$ cat src/rtl/twelve_state_monitor_pkg.sv
// Shared definitions for the twelve-state counter monitor: codes, sequence table,
// error codes and FSM state type.
`timescale 1ns/1ps
package twelve_state_monitor_pkg;

  localparam int unsigned SEQ_LEN = 12;
  localparam int unsigned CODE_W  = 4;
  localparam int unsigned ERR_W   = 2;

  localparam logic [CODE_W-1:0] IDLE_CODE = 4'hF;

  localparam logic [CODE_W-1:0] SEQ [SEQ_LEN] = '{
    4'h0, 4'h1, 4'h2, 4'h3, 4'h4, 4'h5,
    4'h6, 4'h7, 4'h8, 4'h9, 4'hA, 4'hB
  };

  localparam logic [ERR_W-1:0] ERR_NONE    = 2'b00;
  localparam logic [ERR_W-1:0] ERR_ILLEGAL = 2'b01;
  localparam logic [ERR_W-1:0] ERR_ORDER   = 2'b10;
  localparam logic [ERR_W-1:0] ERR_IDLE    = 2'b11;

  typedef enum logic [1:0] {
    ST_IDLE  = 2'd0,
    ST_RUN   = 2'd1,
    ST_FAULT = 2'd2
  } state_t;

endpackage

$ cat src/rtl/twelve_state_monitor_seq_lookup.sv
// Combinational decode of a counter code: legality, sequence position and successor.
`timescale 1ns/1ps
module seq_lookup
  import twelve_state_monitor_pkg::*;
(
  input  logic [3:0] count,
  output logic       legal,
  output logic [3:0] idx,
  output logic [3:0] succ
);

  // Codes outside the table (including IDLE) step to SEQ[0].
  always_comb begin
    legal = 1'b0;
    idx   = 4'h0;
    succ  = SEQ[0];
    for (int unsigned i = 0; i < SEQ_LEN; i++) begin
      if (count == SEQ[i]) begin
        legal = 1'b1;
        idx   = 4'(i);
        succ  = SEQ[(i + 1) % SEQ_LEN];
      end
    end
  end

endmodule

$ cat src/rtl/twelve_state_monitor.sv
// Checks an upstream twelve-state counter against its legal sequence; reports
// position, wraps and the first sequence violation.
`timescale 1ns/1ps
module twelve_state_monitor
  import twelve_state_monitor_pkg::*;
#(
  parameter int unsigned WRAP_W = 8
) (
  input  logic              clk,
  input  logic              rstb,
  input  logic              cnt_en,
  input  logic [3:0]        count,
  input  logic              clr,
  output logic [3:0]        idx,
  output logic              idx_vld,
  output logic              wrap,
  output logic [WRAP_W-1:0] wrap_cnt,
  output logic              err,
  output logic [1:0]        err_code
);

  state_t            state;
  state_t            state_nxt;
  logic [3:0]        prev_count;
  logic [3:0]        prev_succ;
  logic              prev_en;
  logic              lk_legal;
  logic [3:0]        lk_idx;
  logic [3:0]        lk_succ;
  logic [3:0]        expected;
  logic [ERR_W-1:0]  viol_code;
  logic              wrap_step;
  logic              run_legal;

  seq_lookup u_lookup (
    .count (count),
    .legal (lk_legal),
    .idx   (lk_idx),
    .succ  (lk_succ)
  );

  // Successor of prev_count is captured alongside it so one lookup suffices.
  assign expected  = prev_en ? prev_succ : prev_count;
  assign run_legal = (state_nxt == ST_RUN) && lk_legal;

  always_ff @(posedge clk or negedge rstb) begin
    if (!rstb) state <= ST_IDLE;
    else       state <= state_nxt;
  end

  always_comb begin
    state_nxt = state;
    viol_code = ERR_NONE;
    wrap_step = 1'b0;
    case (state)
      ST_IDLE: begin
        if (count == IDLE_CODE) begin
          state_nxt = ST_IDLE;
        end else if (count == SEQ[0] && prev_en) begin
          state_nxt = ST_RUN;
        end else begin
          state_nxt = ST_FAULT;
          viol_code = lk_legal ? ERR_ORDER : ERR_ILLEGAL;
        end
      end
      ST_RUN: begin
        if (count == expected) begin
          wrap_step = prev_en && (prev_count == SEQ[SEQ_LEN-1]) && (count == SEQ[0]);
        end else begin
          state_nxt = ST_FAULT;
          if (!lk_legal && count != IDLE_CODE) viol_code = ERR_ILLEGAL;
          else if (lk_legal)                   viol_code = ERR_ORDER;
          else                                 viol_code = ERR_IDLE;
        end
      end
      ST_FAULT: begin
        if (clr && count == IDLE_CODE) state_nxt = ST_IDLE;
      end
      default: state_nxt = ST_IDLE;
    endcase
  end

  // A violation takes priority over clr in the same cycle.
  always_ff @(posedge clk or negedge rstb) begin
    if (!rstb) begin
      prev_count <= IDLE_CODE;
      prev_succ  <= SEQ[0];
      prev_en    <= 1'b0;
      idx        <= 4'h0;
      idx_vld    <= 1'b0;
      wrap       <= 1'b0;
      wrap_cnt   <= '0;
      err        <= 1'b0;
      err_code   <= ERR_NONE;
    end else begin
      prev_count <= count;
      prev_succ  <= lk_succ;
      prev_en    <= cnt_en;
      idx_vld    <= run_legal;
      idx        <= run_legal ? lk_idx : 4'h0;
      wrap       <= wrap_step;
      if (clr)                                wrap_cnt <= '0;
      else if (wrap_step && wrap_cnt != '1)   wrap_cnt <= wrap_cnt + WRAP_W'(1);
      if (viol_code != ERR_NONE) begin
        err      <= 1'b1;
        err_code <= viol_code;
      end else if (clr) begin
        err      <= 1'b0;
        err_code <= ERR_NONE;
      end
    end
  end

endmodule

$ cat config.mk
export PLATFORM = sky130hd
export DESIGN_NAME = twelve_state_monitor
export DESIGN_NICKNAME = d
export VERILOG_FILES = /design/src/rtl/twelve_state_monitor_pkg.sv /design/src/rtl/twelve_state_monitor_seq_lookup.sv /design/src/rtl/twelve_state_monitor.sv
export SDC_FILE = /design/constraint.sdc
export NUM_CORES = 1
export LEC_CHECK = 0
export ABC_AREA = 1
export BUFFER_PORTS_ARGS = -buffer_cell sky130_fd_sc_hd__clkbuf_2
export CORE_MARGIN = 2
export CORE_UTILIZATION = 25
export DETAILED_ROUTE_END_ITERATION = 10
export GPL_TIMING_DRIVEN = 0
export SYNTH_ARGS = -nofsm -noshare
export SYNTH_HDL_FRONTEND = slang
export SYNTH_HIERARCHICAL = 1
export SYNTH_SLANG_ARGS = --single-unit
$ cat constraint.sdc
create_clock -name clk -period 1.4 [get_ports clk]
set_input_delay 0.21 -clock clk [delete_from_list [all_inputs] [get_ports clk]]
set_output_delay 0.21 -clock clk [all_outputs]
set_load 0.005 [all_outputs]
==> results of run 1 <==
## cells in the final DEF (no fill, tap or decap), drive strengths merged, types with 3 or more instances in the layout
cell / instances
buf: 5
clkbuf: 29
dfrtp: 24
dfstp: 4
inv: 29
nand2: 50
nand3: 21
nand4: 13
nor2: 16
nor3: 3
o21ai: 3
xor2: 5
## layout make-up
cell class | count | area share [%]
multi-input combinational | 119 | 40.92
buffer | 2 | 0.6464
sequential | 28 | 36.52
clock buffer | 4 | 2.844
tap | 75 | 4.848
timing repair buffer | 29 | 8.468
inverter | 29 | 5.753
## synthesized netlist by cell type
cell,count
dfrtp_1,24
nor2_1,6
nor3_1,2
o21bai_1,1
nor3_2,1
nor2_2,8
nand4_1,11
o21ai_0,1
nand2_4,1
clkbuf_4,1
dfstp_2,4
nand2_2,7
nor2_8,1
o211ai_1,1
xor2_1,5
o21ai_2,1
o21ai_4,1
nand4_2,2
nand3_2,1
nand2_1,42
nand3_4,1
xnor2_1,1
and2_1,2
or2_2,1
nand3_1,19
inv_2,5
ha_1,1
nor2_4,1
inv_1,24
buf_2,1
a21oi_1,1
## worst register-to-register path, cell delays in order (launching register included)
cell and delay, ns:
dfrtp_2 0.48, inv_4 0.12, nand2_1 0.07, nand3_2 0.09, nand2_4 0.07, inv_2 0.05
nand2_2 0.06, nor2_4 0.11, nand4_4 0.16, nand3_1 0.13, nand2_1 0.06
## timing repair
action,4_1_cts,5_1_grt
resized for setup,15,14
buffers inserted,3,1
hold endpoints to repair,6,0
hold buffers,1,0
pin swaps,5,11
endpoints found under the setup margin,17,19
## power breakdown
part | internal (mW) | switching (mW)
sequential | 0.868 | 0.0401
combinational | 0.113 | 0.190
clock | 0.251 | 0.246
## layer usage
layer | GRT usage [%] | vias up
met5 | 0 | -
met4 | 4.667 | 0
met3 | 1.538 | 5
met2 | 16.59 | 19
met1 | 13.86 | 594
li1 | - | 634
## logic make-up after synthesis
| family | after synthesis |
|---|---|
| AOI/OAI and AO/OA | 6 |
| xor gates and xnor gates | 6 |
| adders and majority gates | 1 |
| buffers and inverters | 31 |
| DFF | 28 |
| and+or+nand+nor | 106 |
## flip-flops by register name, indices dropped and copies added, names as in the netlist
| name | count |
|---|---|
| wrap_cnt | 8 |
| err_code | 2 |
| prev_en | 1 |
| err | 1 |
| idx | 4 |
| prev_succ | 4 |
| prev_count | 4 |
| state | 2 |
| wrap | 1 |
| idx_vld | 1 |
## metrics by stage
stage | setup WS [ns] | area (µm²) | cells
after floorplan | 0.03377 | 1514 | 178
after global placement | -0.2074 | 1728 | 277
after detailed placement | -0.2143 | 1728 | 277
after CTS | -0.08260 | 1873 | 285
after global routing | -0.2449 | 1936 | 286
final | -0.1019 | 1936 | 286
## final timing paths
| check | cells past startpoint | slack (ns) | endpoint |
|---|---|---|---|
| setup / recovery | 10 | -0.10 | wrap_cnt[3]$_DFFE_PN0P_ |
| min in group asynchronous | 2 | 0.52 | wrap_cnt[5]$_DFFE_PN0P_ |
| setup reg to reg | 10 | -0.10 | wrap_cnt[3]$_DFFE_PN0P_ |
| max in group asynchronous | 2 | 0.39 | prev_en$_DFF_PN0_ |
| hold reg to reg | 2 | 0.49 | err$_DFFE_PN0P_ |
| hold / removal | 1 | 0.04 | prev_en$_DFF_PN0_ |
==> summary.md, run 1 <==
| Metric | Value |
|---|---|
| HP Start | cnt_en |
| Top Layer Used | met4 |
| Mux contribution to synthesized area | 0% |
| Endpoints failing setup | 17 |
| Mapped Area | 0.001514 mm² |
| Yosys top cell by area | dfrtp_1 |
| Slowest cell on the critical path | dfrtp_2 |
| Clk slew on worst S/H paths | 0.09 ns |
| Top cell by count, worst path | nand2_1 |
| Vias | 1252 |
| Critical path endpoint category | register |
| Final Slew Violations | 0 |
| Vias per std cell | 4.378 |
| Largest family of logic cells by synthesized area | simple AND/OR/NAND/NOR gates |
| Die area | 0.006695 mm² |
| Crit Path Class | reg2reg |
| Final Util | approximately a third |
| Synth top area cells | dfrtp_1 40%, nand2_1 10%, dfstp_2 6.9%, nand3_1 6.3%, inv_1 6.0% |
| Ant diodes | 0 |
| Final Hold Viols | 0 |
| Rows | 28 |
| Routed wire length on met3 | 60 µm |
| Total GRT Usage | 10.38% |
| Largest net degree at the start of global routing | 29 |
| Leak | 1.028 nW |
| Number of remaining DRC errors | 0 |
| Sequential share of the synthesized area | 46.61% |
| Area share of the largest cell type after synthesis | 39.67% |
| Start of the worst register-to-register path | prev_en$_DFF_PN0_ |
| Synth-to-layout area growth | 27.85% |
| M1 WL | 1509 µm |
| Clk_skew | approximately 0.0031 ns |
| Nets | 221 |
| Crit share post-route | 107.3% |
| Syn avg cell area | 8.505 µm² |
| Post-synth cell types | 31 |
| Core area | 0.005886 mm² |
| CTS tree | yes |
| Hold WS | about 0.042 ns |
| Initial Util | 25.72% |
| Die Ht | 81.82 µm |
| RSZ-0062 raised after global routing | true |
| Total Wirelength | 3267 µm |
| Worst Hold Class | in2reg |
| Compound-Gate Fraction of Synth Area | 3.306% |
| CP cell instances | inv_4, nand2_1, nand3_2, nand2_4, inv_2, nand2_2, nor2_4, nand4_4, nand3_1, nand2_1 |
| Pre-Repair DR Iteration Count | 4 |
| Port bufs | 24 |
| Worst endpoint required time | 1.57 ns |
| DR WL met2 | 1654 µm |
| I/O Pins | 25 |
| Max incr delay on CP | 0.48 ns |
| Initial DRC count | 39 |
| Inserted Clock Buffers | 3 |
| Die Wd | 81.82 µm |
| FMAX | 665.8 MHz |
| Relative slew slack | 53.60% |
| Worst Path Arrival | 1.67 ns |
| Cells after Synth | 178 |
| GP Congestion | 0.7765 |
| Clock Sinks | 28 |
| Clock latency at the later pin of the worst-skew pair | 0.27 ns |
| Setup crit start kind | register |
| Pwr Total | around 1.7 mW |
| Adder-Cell Fraction of Synth Area | 0.8264% |
| Max_cap viols | 0 |
| Antenna violations before repair | 0 |
| Fill cells | 635 |
| Vias in the first global route | approximately 1200 |
| CTS root buf | clkbuf_8 |
| PD cells | 882.6 mW/mm² |
| Net Count, Synth | approximately 190 |
| Remaining global-route overflow | 0 |
| Crit path max-delay family | simple AND/OR/NAND/NOR gates |
| Dpl hpwl | 2208 µm |
| Worst Tran Pin Value | 0.6960 ns |
| ANT nets after route | 0 |
| Final worst slack | -0.1019 ns |
| CP max FO | 8 |
| Reg area | 706.9 µm² |
| Synth Register Bits | 28 |
| Buffers & Inverters on Critical Path | 2 |
| Post-Synth XOR/XNOR Area | 3.471% |
| Status | finished with violations |
| DR WL/cell | 11.42 µm |
| Clock Tree Buf Depth | 2 |
| Failing checks | setup timing |
| Start point of the critical path | prev_en$_DFF_PN0_ |
| Maximum vdd drop | 0.2957 mV |
| First-pass GRT wire length | 5471 µm |
| Total negative slack | -1.168 ns |
| Synthesis warning total | 6 |
| Min Clock Period, post-route | roughly 1.5 ns |
| Simple-Gate Fraction of Synth Area | roughly 38% |
| H-tree Lvls | 1 |
| Area of the multi-input gates | 792.0 µm² |
| Share of cells above drive strength 1 | 42.18% |
(Power assumes the default switching activity.)
==> inputs of run 2 (changes only) <==
--- a/config.mk
+++ b/config.mk
@@ -6,10 +6,10 @@
 export NUM_CORES = 1
 export LEC_CHECK = 0
 export ABC_AREA = 1
-export BUFFER_PORTS_ARGS = -buffer_cell sky130_fd_sc_hd__clkbuf_2
 export CORE_MARGIN = 2
 export CORE_UTILIZATION = 25
 export DETAILED_ROUTE_END_ITERATION = 10
+export DONT_BUFFER_PORTS = 1
 export GPL_TIMING_DRIVEN = 0
 export SYNTH_ARGS = -nofsm -noshare
 export SYNTH_HDL_FRONTEND = slang
==> run 2 against run 1 <==
Effect of this change:
- wire length shrank 1.8%
- the run still ends with setup timing left
- sequential power grew 0.7%
- critical endpoint is now wrap_cnt[4]$_DFFE_PN0P_
- critical path depth is the same
- clock power grew 27%
- design area shrank 3.6%
- first-iteration DRC count shrank 38%
- largest cell class unchanged
- largest power group unchanged
- combinational power shrank 15%
==> summary.md, run 2 (same netlist as run 1, synthesis figures left out) <==
| Metric | Value |
|---|---|
| Final worst slack | -0.1337 ns |
| Worst Hold Class | in2reg |
| Die area | 0.006695 mm² |
| FMAX | 652.0 MHz |
| Start point of the critical path | prev_count[0]$_DFF_PN1_ |
| I/O Pins | 25 |
| Vias per std cell | 4.539 |
| Worst endpoint required time | 1.62 ns |
| Commonest non-fill, non-tap cells in the layout | 38 x nand2_1, 23 x inv_1, 22 x dfrtp_1, 17 x nand3_1, 11 x nand4_1 |
| Relative slew slack | 70.70% |
| Final Util | 31.72% |
| CTS root buf | clkbuf_8 |
| First-pass GRT wire length | between 5000 and 6000 µm |
| Biggest register | wrap_cnt |
| Clock Sinks | 28 |
| Inserted Clock Buffers | 3 |
| Clk_skew | ~0.0014 ns |
| Vias in the first global route | around 1100 |
| Ant diodes | 0 |
| Failing checks | setup timing |
| CTS tree | yes |
| Total negative slack | -1.295 ns |
| Remaining global-route overflow | 0 |
| Die Ht | 81.82 µm |
| Dpl hpwl | between 2000 and 2500 µm |
| Rows | 28 |
| Crit Path Class | reg2reg |
| HP Start | count[2] |
| Commonest non-fill, non-tap cell in the layout | nand2_1 |
| Pwr Total | 1.803 mW |
| Antenna violations before repair | 0 |
| Start of the worst register-to-register path | prev_count[0]$_DFF_PN1_ |
| Nets | 204 |
| Max reg flops | 8 |
| RSZ-0062 raised after global routing | true |
| Largest net degree at the start of global routing | 29 |
| ANT nets after route | 0 |
| DR WL/cell | ~12 µm |
| DP Worst Slack | -0.2454 ns |
| Number of remaining DRC errors | 0 |
| Worst Tran Pin Value | 0.4379 ns |
| Initial Util | between 20 and 30% |
| Min Clock Period, post-route | 1.534 ns |
| Core area | 0.005886 mm² |
| Initial DRC count | 24 |
| Crit share post-route | 109.6% |
| Port bufs | 0 |
| Total Wirelength | between 3000 and 4000 µm |
| Final instance area | 0.001867 mm² |
| H-tree Lvls | 1 |
| Endpoints failing setup | 16 |
| Synth-to-layout area growth | 23.31% |
| Critical path endpoint category | register |
| Worst Path Arrival | 1.75 ns |
| CP max FO | 8 |
| Fill cells | 625 |
| Clock Tree Buf Depth | 2 |
| Maximum vdd drop | 0.3043 mV |
| PD cells | 966.0 mW/mm² |
| Final Slew Violations | 0 |
| Share of cells above drive strength 1 | 28.87% |
| Final Hold Viols | 0 |
| Pre-Repair DR Iteration Count | 4 |
| Max_cap viols | 0 |
| GP Congestion | 0.7592 |
| Clk slew on worst S/H paths | approximately 0.09 ns |
| Total GRT Usage | roughly 10% |
| Leak | 0.9425 nW |
| Status | finished with violations |
| Post-DP Area | 0.001608 mm² |
| Vias | 1221 |
| Clock latency at the later pin of the worst-skew pair | approximately 0.27 ns |
| Setup crit start kind | register |
| Die Wd | 81.82 µm |
==> run 2: cell count changes in the layout (fill, tap and decap cells not counted), moves of 2 or more <==
cell           previous run  this run
inv_2                     7         5
nand2_1                  35        38
dlygate4sd3_1             1         7
nand3_2                   8         3
nand2_2                  12        10
clkbuf_2                 24         0
nand3_1                  11        17
inv_1                    21        23
==> run 2: critical path, cell delays in order (launching register included) <==
cell,delay (ns)
dfstp_2,0.57
nand2_2,0.06
nand2_1,0.05
nand2_1,0.05
nand2_1,0.06
nand2_2,0.09
inv_2,0.08
nand3_4,0.12
nor2_8,0.20
nand4_1,0.11
nand2_1,0.07
==> run 2: layer usage <==
| layer | share of wire (%) | GRT usage (%) | vias to the layer above |
|---|---|---|---|
| li1 | - | - | 603 |
| met1 | 44 | 12.96 | 602 |
| met2 | 51 | 16.75 | 14 |
| met3 | 4.2 | 2.198 | 2 |
| met4 | 0.78 | 3.500 | 0 |
| met5 | 0 | 0 | - |
==> run 2: final timing paths <==
path | end | depth (start not counted) | slack [ns]
worst max-delay path | wrap_cnt[4]$_DFFE_PN0P_ | 10 | -0.13
worst min-delay path | idx[3]$_DFF_PN0_ | 3 | 0.08
worst max register to register | wrap_cnt[4]$_DFFE_PN0P_ | 10 | -0.13
worst min register to register | err$_DFFE_PN0P_ | 2 | 0.53
max in group asynchronous | prev_count[2]$_DFF_PN1_ | 2 | 0.81
min in group asynchronous | wrap_cnt[7]$_DFFE_PN0P_ | 2 | 0.36
==> run 2: area by class of cell <==
cell class	count	area [µm²]	share of cell area (%)
multi-input combinational	120	757.0	40.55
sequential	28	708.2	37.94
timing repair buffer	11	112.6	6.032
inverter	29	111.4	5.965
tap	75	93.84	5.027
clock buffer	3	41.29	2.212
clock inverter	1	30.03	1.609
buffer	2	12.51	0.6702
==> run 2: per-stage QoR <==
step | hold WS, ns | instances
6_report | 0.07742 | 269
5_1_grt | 0.06240 | 269
4_1_cts | 0.002440 | 267
3_5_place_dp | -0.08511 | 253
3_3_place_gp | -0.08511 | 253
2_1_floorplan | -0.08559 | 178
==> run 2: what timing repair did <==
item / 4_1_cts / 5_1_grt
gates cloned: 1 / 0
hold endpoints to repair: 35 / 1
hold buffers: 7 / 1
gates resized for setup: 13 / 4
buffers inserted: 2 / 1
pin swaps: 1 / 10
setup endpoints to repair: 16 / 18
==> run 2: power by group <==
part	internal [mW]	switching, mW	leakage (nW)
registers	0.868	0.0462	0.360
clock network	0.383	0.249	0.0357
logic	0.104	0.153	0.547
==> inputs of run 3 (changes only) <==
--- a/config.mk
+++ b/config.mk
@@ -13,5 +13,4 @@
 export GPL_TIMING_DRIVEN = 0
 export SYNTH_ARGS = -nofsm -noshare
 export SYNTH_HDL_FRONTEND = slang
-export SYNTH_HIERARCHICAL = 1
 export SYNTH_SLANG_ARGS = --single-unit
==> run 3 against run 2 <==
Effect of this change:
- the flow still finishes with violations (setup timing)
- largest power group unchanged
- clock-buffer cell count increased by 1
- wire length grew 10%
- power shrank 8.4%
- largest cell class unchanged
- clock skew up 0.0065 ns
- maximum frequency decreased by 1.4%
- clock power shrank 28%
- critical path depth is 2 lower
- hold slack better by 0.016 ns
==> summary.md, run 3 <==
| Metric | Value |
|---|---|
| Status | finished with violations |
| Failing checks | setup timing |
| Crit share post-route | 111.1% |
| Maximum vdd drop | 0.4145 mV |
| Relative slew slack | 68.76% |
| Clk_skew | 0.007896 ns |
| Sequential share of the synthesized area | a little under half |
| Worst Path Arrival | 1.75 ns |
| Remaining global-route overflow | 0 |
| Crit Path Class | reg2reg |
| RSZ-0062 raised after global routing | true |
| Share of cells above drive strength 1 | between 30% and 40% |
| DR WL/cell | 12.88 µm |
| Final Slew Violations | 0 |
| Commonest non-fill, non-tap cell in the layout | nand2_1 |
| Count leader, synth | nand2_1 |
| First-pass GRT wire length | 5637 µm |
| Post-synth cell types | 25 |
| Total Wirelength | 3529 µm |
| Worst Hold Class | in2reg |
| Synth Register Bits | 28 |
| Nets | 209 |
| Ys flop type | dfrtp_1 |
| Clock Sinks | 28 |
| Max reg flops | 8 |
| Total GRT Usage | 10.70% |
| DP Worst Slack | -0.2146 ns |
| Die area | 0.006689 mm² |
| Cells after Synth | 181 |
| Setup crit start kind | register |
| Clk slew on worst S/H paths | about 0.090 ns |
| Vias | 1277 |
| Dpl hpwl | around 2300 µm |
| CTS tree | yes |
| Worst Tran Pin Value | 0.4669 ns |
| Fill cells | around 590 |
| Max_cap viols | 0 |
| Pre-Repair DR Iteration Count | 4 |
| Final Util | 34.38% |
| GP Congestion | 0.8052 |
| Largest net degree at the start of global routing | 29 |
| Post-route insts no fill | 274 |
| Hold WS | 0.09300 ns |
| Inserted Clock Buffers | 3 |
| Mapped Area | 0.001513 mm² |
| Initial Util | 25.70% |
| EDFF count, synth | 0 |
| Synth top area cells | dfrtp_1 40%, nand2_1 11%, nand3_1 9.3%, dfstp_2 6.9%, inv_1 5.2% |
| Synth cell count leaders | 46 x nand2_1, 28 x nand3_1, 24 x dfrtp_1, 21 x inv_1 |
| Critical path endpoint category | register |
| Total negative slack | -2.018 ns |
| Final Hold Viols | 0 |
| Port bufs | 0 |
| Number of remaining DRC errors | 0 |
| Net Count, Synth | 190 |
| Initial DRC count | 51 |
| Endpoints failing setup | 19 |
| Ant diodes | 0 |
| Worst endpoint required time | 1.59 ns |
| Area share of the largest cell type after synthesis | 39.70% |
| I/O Pins | 25 |
| Vias in the first global route | 1198 |
| Vias per std cell | 4.661 |
| Clock latency at the later pin of the worst-skew pair | 0.27 ns |
| Min Clock Period, post-route | between 1.5 and 2 ns |
| Commonest non-fill, non-tap cells in the layout | 35 x nand2_1, 22 x dfrtp_1, 18 x nand3_1, 17 x inv_1, 12 x nand2_2 |
| Cell Count Post-Placement | 256 |
| Synth-to-layout area growth | 33.75% |
| CP max FO | 5 |
| PD cells | 816.7 mW/mm² |
| Die Ht | 81.79 µm |
| Syn avg cell area | 8.357 µm² |
| Antenna violations before repair | 0 |
| Rows | 28 |
| FMAX | 642.9 MHz |
| Synthesis warning total | 0 |
| Clock Tree Buf Depth | 2 |
| Post-synth ARST share | 100.0% |
| Core area | around 0.0059 mm² |
| CTS root buf | clkbuf_8 |
| Biggest register | wrap_cnt |
| Final worst slack | -0.1555 ns |
| Leak | 0.9925 nW |
| Die Wd | 81.79 µm |
| ANT nets after route | 0 |
| Yosys top cell by area | dfrtp_1 |
| H-tree Lvls | 1 |
[run 3: per-stage QoR]
stage	cell area (µm²)	power, mW
4_1_cts	1851	1.636
6_report	2023	1.652
3_5_place_dp	1624	1.126
2_1_floorplan	1530	1.084
5_1_grt	2023	1.738
3_3_place_gp	1624	1.124
[run 3: report_power, final]
part / switching, mW / total (mW) / leakage [nW] / internal [mW]
registers: 0.0415 / 0.910 / 0.359 / 0.869
logic: 0.177 / 0.284 / 0.611 / 0.107
clock network: 0.254 / 0.458 / 0.0228 / 0.204
[run 3: metal layers]
metal / GRT usage [%] / wire length [µm] / up-vias
met5: 0 / 0 / -
met1: 14.60 / 1574 / 618
met2: 17.07 / 1760 / 17
met3: 2.198 / 153 / 4
li1: - / - / 638
met4: 3.167 / 41 / 0
[run 3: critical path: stages, from the launching register on]
cell	delay, ns
dfstp_2	0.60
nand2_1	0.08
nand3_1	0.08
nand2_2	0.07
nor2_4	0.14
nand3_4	0.15
nand2_4	0.14
nand2_8	0.08
nor3_4	0.13
[run 3: area by class of cell]
| cell class | instances | area, µm² | share of cell area (%) |
|---|---|---|---|
| Timing Repair Buffer | 12 | 141.4 | 6.988 |
| Sequential cell | 28 | 708.2 | 35.00 |
| Multi-Input combinational cell | 126 | 903.4 | 44.65 |
| Tap cell | 75 | 93.84 | 4.638 |
| Clock buffer | 4 | 45.04 | 2.226 |
| Buffer | 3 | 21.27 | 1.051 |
| Inverter | 26 | 110.1 | 5.442 |
[run 3: logic make-up (layout without fill, tap and decap cells)]
group,after synthesis,after routing,synth area share (%)
AOI/OAI and AO/OA,4,4,1.654
xor gates and xnor gates,6,6,3.474
adders and majority gates,1,1,0.8270
buffers and inverters,29,45,8.189
DFF,28,28,46.65
and+or+nand+nor,113,115,39.21
[run 3: worst paths after layout]
path / cells after the start / to / from / slack (ns)
worst max-delay path: 8 / idx[2]$_DFF_PN0_ / prev_count[2]$_DFF_PN1_ / -0.16
worst min-delay path: 2 / prev_succ[2]$_DFF_PN0_ / count[2] / 0.09
worst max register to register: 8 / idx[2]$_DFF_PN0_ / prev_count[2]$_DFF_PN1_ / -0.16
worst min register to register: 2 / err$_DFFE_PN0P_ / err$_DFFE_PN0P_ / 0.54
max in group asynchronous: 2 / prev_count[1]$_DFF_PN1_ / rstb / 0.80
min in group asynchronous: 2 / wrap_cnt[3]$_DFFE_PN0P_ / rstb / 0.36
[run 3: timing repair]
action / CTS / global route
resized for setup: 15 / 35
pin swaps: 6 / 12
gates cloned: 1 / 1
setup endpoints to repair: 17 / 19
buffers inserted: 3 / 2
endpoints found under the hold margin: 36 / 0
hold buffers: 7 / 0
